## src/rtl/pad_user_gen_pkg.sv

```systemverilog
// Shared definitions for the pad user-flag generator: TUSER bit layout and
// the frame sequencer state.
package pad_user_gen_pkg;

  localparam int TUSER_WIDTH        = 4;
  localparam int INDEX_IS_1x1       = 0;
  localparam int INDEX_IS_COL_FIRST = 1;
  localparam int INDEX_IS_COL_LAST  = 2;
  localparam int INDEX_IS_COLS_1_K2 = 3;

  typedef enum logic {
    IDLE = 1'b0,
    RUN  = 1'b1
  } state_e;

endpackage

```

## src/rtl/pad_user_gen_axis_reg.sv

```systemverilog
// Single-stage AXI-Stream output register. It can take a new beat whenever it
// is empty or its current beat leaves in the same cycle.
module pad_user_axis_reg #(
  parameter int DATA_WIDTH  = 16,
  parameter int TUSER_WIDTH = 4
) (
  input  logic                   aclk,
  input  logic                   aresetn,
  input  logic                   aclken,
  input  logic                   load,
  input  logic [DATA_WIDTH-1:0]  load_data,
  input  logic [TUSER_WIDTH-1:0] load_user,
  input  logic                   load_last,
  output logic                   can_load,
  output logic                   m_valid,
  input  logic                   m_ready,
  output logic [DATA_WIDTH-1:0]  m_data,
  output logic [TUSER_WIDTH-1:0] m_user,
  output logic                   m_last
);

  logic                   valid_q, valid_d;
  logic [DATA_WIDTH-1:0]  data_q, data_d;
  logic [TUSER_WIDTH-1:0] user_q, user_d;
  logic                   last_q, last_d;

  assign can_load = ~valid_q | m_ready;

  always_comb begin
    valid_d = valid_q;
    data_d  = data_q;
    user_d  = user_q;
    last_d  = last_q;
    if (aclken) begin
      if (load) begin
        valid_d = 1'b1;
        data_d  = load_data;
        user_d  = load_user;
        last_d  = load_last;
      end else if (valid_q && m_ready) begin
        valid_d = 1'b0;
      end
    end
  end

  always_ff @(posedge aclk) begin
    if (!aresetn) begin
      valid_q <= 1'b0;
      data_q  <= '0;
      user_q  <= '0;
      last_q  <= 1'b0;
    end else begin
      valid_q <= valid_d;
      data_q  <= data_d;
      user_q  <= user_d;
      last_q  <= last_d;
    end
  end

  assign m_valid = valid_q;
  assign m_data  = data_q;
  assign m_user  = user_q;
  assign m_last  = last_q;

endmodule

```

## src/rtl/pad_user_gen.sv

```systemverilog
// Counts columns/rows of a raster stream against a configuration latched on
// start and tags every beat with the position flags used by the pad filter.
module pad_user_gen #(
  parameter int DATA_WIDTH         = 16,
  parameter int KERNEL_W_MAX       = 7,
  parameter int COLS_MAX           = 1024,
  parameter int ROWS_MAX           = 1024,
  parameter int TUSER_WIDTH        = pad_user_gen_pkg::TUSER_WIDTH,
  parameter int INDEX_IS_1x1       = pad_user_gen_pkg::INDEX_IS_1x1,
  parameter int INDEX_IS_COL_FIRST = pad_user_gen_pkg::INDEX_IS_COL_FIRST,
  parameter int INDEX_IS_COL_LAST  = pad_user_gen_pkg::INDEX_IS_COL_LAST,
  parameter int INDEX_IS_COLS_1_K2 = pad_user_gen_pkg::INDEX_IS_COLS_1_K2
) (
  input  logic                                aclk,
  input  logic                                aresetn,
  input  logic                                aclken,
  input  logic                                start,
  input  logic [$clog2(KERNEL_W_MAX+1)-1:0]   kernel_w_1_in,
  input  logic [$clog2(COLS_MAX)-1:0]         cols_1_in,
  input  logic [$clog2(ROWS_MAX)-1:0]         rows_1_in,
  input  logic                                s_valid,
  output logic                                s_ready,
  input  logic [DATA_WIDTH-1:0]               s_data,
  output logic                                m_valid,
  input  logic                                m_ready,
  output logic [DATA_WIDTH-1:0]               m_data,
  output logic [TUSER_WIDTH-1:0]              m_user,
  output logic                                m_last,
  output logic                                busy
);

  import pad_user_gen_pkg::*;

  localparam int KW_W  = $clog2(KERNEL_W_MAX + 1);
  localparam int COL_W = $clog2(COLS_MAX);
  localparam int ROW_W = $clog2(ROWS_MAX);

  state_e           state_q, state_d;
  logic [KW_W-1:0]  kw_1_q, kw_1_d;
  logic [COL_W-1:0] cols_1_q, cols_1_d;
  logic [ROW_W-1:0] rows_1_q, rows_1_d;
  logic [COL_W-1:0] col_q, col_d;
  logic [ROW_W-1:0] row_q, row_d;

  logic                   can_load;
  logic                   accept;
  logic                   is_1x1;
  logic                   col_last;
  logic                   row_last;
  logic [COL_W-1:0]       half_kw;
  logic [COL_W-1:0]       edge_col;
  logic [TUSER_WIDTH-1:0] user_next;

  assign s_ready  = aclken & (state_q == RUN) & can_load;
  assign accept   = s_valid & s_ready;
  assign busy     = (state_q == RUN);

  assign is_1x1   = (kw_1_q == '0);
  assign col_last = (col_q == cols_1_q);
  assign row_last = (row_q == rows_1_q);

  // Right-edge column where padding starts; saturates at column 0 when the
  // half-kernel is wider than the image.
  assign half_kw  = COL_W'(kw_1_q >> 1);
  assign edge_col = (half_kw > cols_1_q) ? '0 : (cols_1_q - half_kw);

  always_comb begin
    user_next                     = '0;
    user_next[INDEX_IS_1x1]       = is_1x1;
    user_next[INDEX_IS_COL_FIRST] = (col_q == '0);
    user_next[INDEX_IS_COL_LAST]  = col_last;
    user_next[INDEX_IS_COLS_1_K2] = ~is_1x1 & (col_q == edge_col);
  end

  always_comb begin
    state_d  = state_q;
    kw_1_d   = kw_1_q;
    cols_1_d = cols_1_q;
    rows_1_d = rows_1_q;
    col_d    = col_q;
    row_d    = row_q;
    if (aclken) begin
      case (state_q)
        IDLE: begin
          if (start) begin
            kw_1_d   = kernel_w_1_in;
            cols_1_d = cols_1_in;
            rows_1_d = rows_1_in;
            col_d    = '0;
            row_d    = '0;
            state_d  = RUN;
          end
        end
        RUN: begin
          if (accept) begin
            col_d = col_last ? '0 : (col_q + 1'b1);
            if (col_last) begin
              row_d = row_last ? '0 : (row_q + 1'b1);
            end
            if (col_last && row_last) begin
              state_d = IDLE;
            end
          end
        end
        default: state_d = IDLE;
      endcase
    end
  end

  always_ff @(posedge aclk) begin
    if (!aresetn) begin
      state_q  <= IDLE;
      kw_1_q   <= '0;
      cols_1_q <= '0;
      rows_1_q <= '0;
      col_q    <= '0;
      row_q    <= '0;
    end else begin
      state_q  <= state_d;
      kw_1_q   <= kw_1_d;
      cols_1_q <= cols_1_d;
      rows_1_q <= rows_1_d;
      col_q    <= col_d;
      row_q    <= row_d;
    end
  end

  pad_user_axis_reg #(
    .DATA_WIDTH (DATA_WIDTH),
    .TUSER_WIDTH(TUSER_WIDTH)
  ) u_out_reg (
    .aclk     (aclk),
    .aresetn  (aresetn),
    .aclken   (aclken),
    .load     (accept),
    .load_data(s_data),
    .load_user(user_next),
    .load_last(col_last & row_last),
    .can_load (can_load),
    .m_valid  (m_valid),
    .m_ready  (m_ready),
    .m_data   (m_data),
    .m_user   (m_user),
    .m_last   (m_last)
  );

endmodule

```

## config.mk

```make
export PLATFORM = sky130hd
export DESIGN_NAME = pad_user_gen
export DESIGN_NICKNAME = d
export VERILOG_FILES = /design/src/rtl/pad_user_gen_pkg.sv /design/src/rtl/pad_user_gen_axis_reg.sv /design/src/rtl/pad_user_gen.sv
export SDC_FILE = /design/constraint.sdc
export NUM_CORES = 1
export LEC_CHECK = 0
export ABC_CLOCK_PERIOD_IN_PS = 5150
export CAP_MARGIN = 20
export CORE_ASPECT_RATIO = 1.4
export CORE_MARGIN = 2
export CORE_UTILIZATION = 35
export DETAILED_ROUTE_END_ITERATION = 7
export PLACE_DENSITY = 0.68
export SLEW_MARGIN = 20
export SYNTH_ARGS = -nofsm -noshare
export SYNTH_HDL_FRONTEND = slang
export SYNTH_SLANG_ARGS = --single-unit
```

## constraint.sdc

```tcl
create_clock -name aclk -period 5.15 [get_ports aclk]
set_input_delay 1.03 -clock aclk [delete_from_list [all_inputs] [get_ports aclk]]
set_output_delay 1.03 -clock aclk [all_outputs]
set_load 0.005 [all_outputs]
```

# After elaboration in Yosys (flattened, before gate mapping)
# Index checks and enable logic that the tools add are counted.
[op_classes] addsub=3 n_lt_le_gt_ge=1 n_eq_ne=6 muxes=15 n_bitwise=9 n_reduce_logical=10
[ops] op="10-bit two-way mux" n=7
[ops] op="10-bit case mux with 2 select lines" n=2
[ops] op="10-bit == test" n=3
[ops] op="10-bit by 1-bit adder with 10-bit output, second input constant" n=2
[ops] op="2-bit by 10-bit greater-than comparator with 1-bit output" n=1
[ops] op="10-bit zero test" n=1
[ops] op="10-bit by 2-bit subtractor with 10-bit output" n=1
[ops] op="3-bit AND reduction" n=2
[ops] op="1-bit AND" n=5
[ops] op="1-bit two-way mux" n=5
[ops] op="2-bit by 1-bit != test with 1-bit output, second input constant" n=2
[ops] op="2-bit AND reduction" n=2
[ops] op="4-bit AND reduction" n=1
[ops] op="3-bit zero test" n=1
[ops] op="1-bit inverter" n=3
[ops] op="1-bit logical AND" n=2
[ops] op="2-bit != test, second input constant" n=1
[ops] op="1-bit case mux with 2 select lines" n=1
[ops] op="2-bit nonzero test" n=1
[ops] op="1-bit OR" n=1
[totals] register_bits=66 in_bits=45 output_inout_bits=24 wordCells=54

# Logic depth before layout (Yosys ltp)
[depth] ltp_word=6 mapped_depth=10 depth_no_buf=9

# Hierarchy
# A second synthesis with hierarchy kept.
[hier_totals] hier_cells=438 hier_area_um2=3570.9
[modules_own_cells] mod="pad_user_gen" instances=1 cells_each=338 area_per_inst_um2=2630.0 seq_area_each_um2=880.8
[modules_own_cells] mod="pad_user_axis_reg" instances=1 cells_each=100 area_per_inst_um2=940.9 seq_area_each_um2=440.4

# Worst setup path before layout
# OpenSTA, ideal clock, no wires.
[synth_timing] path_kind="in2reg" from="in m_ready" to="reg row_q[6]" setup_time_ns=0.073 t_arrival_ns=2.276 t_required_ns=5.077 path_slack_ns=2.801 path_stages=7 path_buffers=1 path_cell_list="nor2b_1 > o22ai_1 > and2_1 > nand2_2 > buf_6 > or4_1 > a21oi_1"
[synth_via] elab_chain_len=5
[synth_lines] item="from (decl)" line="pad_user_gen.sv:25" text="input logic m_ready,"
[synth_lines] item="1-bit OR" line="pad_user_gen_axis_reg.sv:27" text="assign can_load = ~valid_q | m_ready;"
[synth_lines] item="1-bit AND" line="pad_user_gen.sv:54" text="assign s_ready = aclken & (state_q == RUN) & can_load;"
[synth_lines] item="1-bit AND" line="pad_user_gen.sv:55" text="assign accept = s_valid & s_ready;"
[synth_lines] item="2-bit by 1-bit != test with 1-bit output (no source line)"
[synth_lines] item="4-bit AND reduction (no source line)"
[synth_lines] item="to (signal assigned)" line="pad_user_gen.sv:124" text="row_q <= row_d;"
[synth_lines] item="to (decl)" line="pad_user_gen.sv:43" text="logic [ROW_W-1:0] row_q, row_d;"
# Every way passes these cells.
# A chain may end at the register's enable or synchronous reset.

# Final worst setup path
[layout_timing] from="in aclken" to="out s_ready"
[layout_via] elab_chain_len=2
[layout_lines] item="from (decl)" line="pad_user_gen.sv:16" text="input logic aclken,"
[layout_lines] item="1-bit AND (2 in series)" line="pad_user_gen.sv:54"
[layout_lines] item="to (decl)" line="pad_user_gen.sv:22" text="output logic s_ready,"
# Every way passes these cells.

==> impl_metrics.tcl <==
set metrics [dict create \
    worstSetupEndpointType "output port" \
    muxShareOfSynthArea_pct 0.938 \
    setup_viol 0 \
    slowest_stage "clkdlybuf4s50_1" \
    clock_sinks 66 \
    synthDistinctLibCells 53 \
    fill_cells 996 \
    layout.nets 530 \
    synth_top_area_share_pct 38.1 \
    synth_edf_count 0 \
    cap_violations 0 \
    critPathLaunchType "input port" \
    hold_class "flip-flop to flip-flop" \
    critPathMaxStageDelay_ns 0.56 \
    drt_iter0_markers 102 \
    synth_top_cell_by_area "dfxtp_1" \
    synth.area.top_cells "dfxtp_1, nand2_1, a21boi_0" \
    vias 3035 \
    synth_xor_area_share_pct 10.5 \
    mappedNetlistArea_sq_um 3470 \
    worst_pin_slew_ns 0.893 \
    synthArstFlopShare_pct 0 \
    multi_input_area_sq_um 1970 \
    synthSimpleGateAreaFrac_pct 26.0 \
    chipWidth_um 88.1 \
    port_buffers 68 \
    outcome "complete, no violations" \
    worstSetupPathType "input port to output port" \
    seq_area_frac_synth_pct 38.1 \
    htreeDepth 3 \
    rows 43 \
    drc 0 \
    grt_pass1_vias 2961 \
    ys.flop_type "dfxtp_1" \
    crit_fanout 5 \
    first_pass_iters 4 \
    synth_compound_area_share_pct 16.8 \
    switchingPower_uw 348 \
    slew_viol_final 0 \
    cts_hold_buf 0 \
    io_pins 69 \
    relSlewSlack_pct 40.4 \
    clock.fmax_mhz 295 \
    ant_nets 0 \
    viasPerCell 4.90 \
    routedWlPerCell_um 13.7 \
    switching_share_pct 26.7 \
    cts_tree "built" \
    dieArea_sq_um 10700 \
    place_congestion 0.910 \
    avgSynthCellArea_sq_um 8.18 \
    ctsResizeCount 0 \
    coreArea_sq_um 9790 \
    crit_path_cell_trace "clkdlybuf4s50_1 > nand2_1 > nor2_1 > clkdlybuf4s50_1" \
    area_growth_pct 29.2 \
    syn_nets 475 \
    yosys.area_share.adder_pct 2.38 \
    critPathRequiredTime_ns 4.12 \
    power.internal_uw 955 \
    path_delay_family "buffers and inverters" \
    pwr-share-seq_pct 42.2 \
    grt_remaining_overflow 0 \
    grt_usage_pct 16.8 \
    crit_top_cell "clkdlybuf4s50_1" \
    diodes 0 \
    power_density_nw_per_um2 291 \
    synth-seq-cells 66 \
    fin_skew_ns 0.00569 \
    hold_viol 0 \
    drive_gt1_share_pct 6.20 \
    post-route-min-period_ns 3.39 \
    initial_core_util_pct 35.4 \
    clk_pin_slew_worst_paths_ns 0.06 \
    worstPathArrival_ns 2.36 \
    path_buf_inv 2 \
    yosysWarningCount 0 \
    p_clk_share_pct 42.8 \
    hold_ws_ns 0.465 \
    tns_ns 0 \
    cts_buffers 9 \
    cts_buffer_depth 2 \
    routed_wirelength_mm 8.50 \
    clk_latency_ns 0.33 \
    seq_area_sq_um 1320 \
    die_y_um 122 \
    grt_setup_unrepaired "no" \
    synthCells 424 \
    postCtsSetupRepairBufs 0 \
    fin_crit_sh_pct 65.9 \
    synth_top_family_by_area "simple AND/OR/NAND/NOR gates" \
    p_leak_nw 1.51 \
    comb_power_share_pct 15.0 \
    clock_tree.root_cell "clkbuf_16" \
    dp_hpwl_mm 6.41 \
    grt_antenna_before_repair 0 \
    grt_max_degree 28 \
    grt_pass1_wl_mm 14.0 \
    ir_drop_mv 0.216 \
]
flip-flops by register name, indices dropped and copies added, names as in the netlist:
name               cells
u_out_reg.m_last       1
rows_1_q              10
u_out_reg.m_user       4
u_out_reg.m_valid      1
kw_1_q                 3
col_q                 10
u_out_reg.m_data      16
cols_1_q              10
row_q                 10
busy                   1
final timing paths:
path | cells after the start | end | slack, ns | from
max | 4 | s_ready | 1.76 | aclken
min | 2 | u_out_reg.m_data[14] | 0.47 | u_out_reg.m_data[14]
max reg2reg | 6 | row_q[8] | 2.68 | busy
min reg2reg | 2 | u_out_reg.m_data[14] | 0.47 | u_out_reg.m_data[14]
layout by cell type (no fill, tap or decap), types with 4 or more instances in the layout:
| cell type | n |
|---|---|
| nand2_1 | 102 |
| or4_1 | 6 |
| inv_1 | 11 |
| dfxtp_1 | 66 |
| xnor2_1 | 23 |
| a21boi_0 | 43 |
| a21oi_1 | 11 |
| nand3_1 | 8 |
| o21ai_0 | 6 |
| xor2_1 | 13 |
| clkdlybuf4s50_1 | 68 |
| o31ai_1 | 5 |
| nand2b_1 | 4 |
| nor2b_1 | 7 |
| ha_1 | 5 |
| nor3_1 | 8 |
| nor2_1 | 28 |
| clkbuf_16 | 9 |
| nor4_1 | 4 |
| nand4_1 | 9 |
through the flow:
step / instance area [sq um] / total power [mW] / setup slack (ns) / std cells / util, %
floorplan: 3470 / 0.682 / 2.80 / 424 / -
global placement: 4200 / 0.754 / 1.78 / 603 / 42.9
detailed placement: 4200 / 0.757 / 1.73 / 603 / 42.9
CTS: 4480 / 1.32 / 1.76 / 619 / 45.8
global route: 4480 / 1.37 / 1.69 / 619 / 45.8
finish: 4480 / 1.30 / 1.76 / 619 / 45.8
power groups by stage:
| stage | clock, mW | sequential [mW] | combinational, mW |
|---|---|---|---|
| 2_1_floorplan | 0 | 0.553 | 0.129 |
| 3_3_place_gp | 0 | 0.560 | 0.194 |
| 3_5_place_dp | 0 | 0.561 | 0.196 |
| 4_1_cts | 0.572 | 0.550 | 0.197 |
| 5_1_grt | 0.599 | 0.553 | 0.216 |
| 6_report | 0.557 | 0.550 | 0.195 |
cell usage after synthesis (3+ instances only):
master    number
nand2_1      102
dfxtp_1       66
a21boi_0      43
nor2_1        28
xnor2_1       23
clkbuf_1      14
xor2_1        13
a21oi_1       11
inv_1         11
nand4_1        9
nand3_1        8
nor3_1         8
nor2b_1        7
buf_2          6
o21ai_0        6
or4_1          6
ha_1           5
o31ai_1        5
buf_6          4
nand2b_1       4
nor4_1         4
and3_1         3
or3_1          3
xnor2_2        3
metal layers:
metal / global-route usage [%] / routed length [um] / up-vias
met5: 0 / 0 / -
met1: 18.1 / 3370 / 1428
met2: 30.5 / 4660 / 46
met4: 6.82 / 212 / 0
met3: 4.34 / 259 / 16
li1: - / - / 1545
cell type report:
class | instances | share of cell area (%)
Multi-Input combinational cell | 320 | 43.9
Sequential cell | 66 | 29.5
Timing Repair Buffer | 71 | 15.7
Clock buffer | 9 | 5.03
Tap cell | 135 | 3.77
Clock inverter | 7 | 1.20
Inverter | 11 | 0.921
worst reg2reg max path: cells and delay by family (launching register included):
| kind | cells | cell delay, ns |
|---|---|---|
| compound gates | 2 | 0.38 |
| simple gates | 4 | 1.45 |
| flops | 1 | 0.55 |
cell families after synthesis:
group                      Yosys count
xor gates and xnor gates            39
and+or+nand+nor                    192
AOI/OAI and AO/OA                   80
buffers and inverters               38
DFF                                 66
muxes                                3
adders and majority gates            6
(Power assumes the default switching activity.)
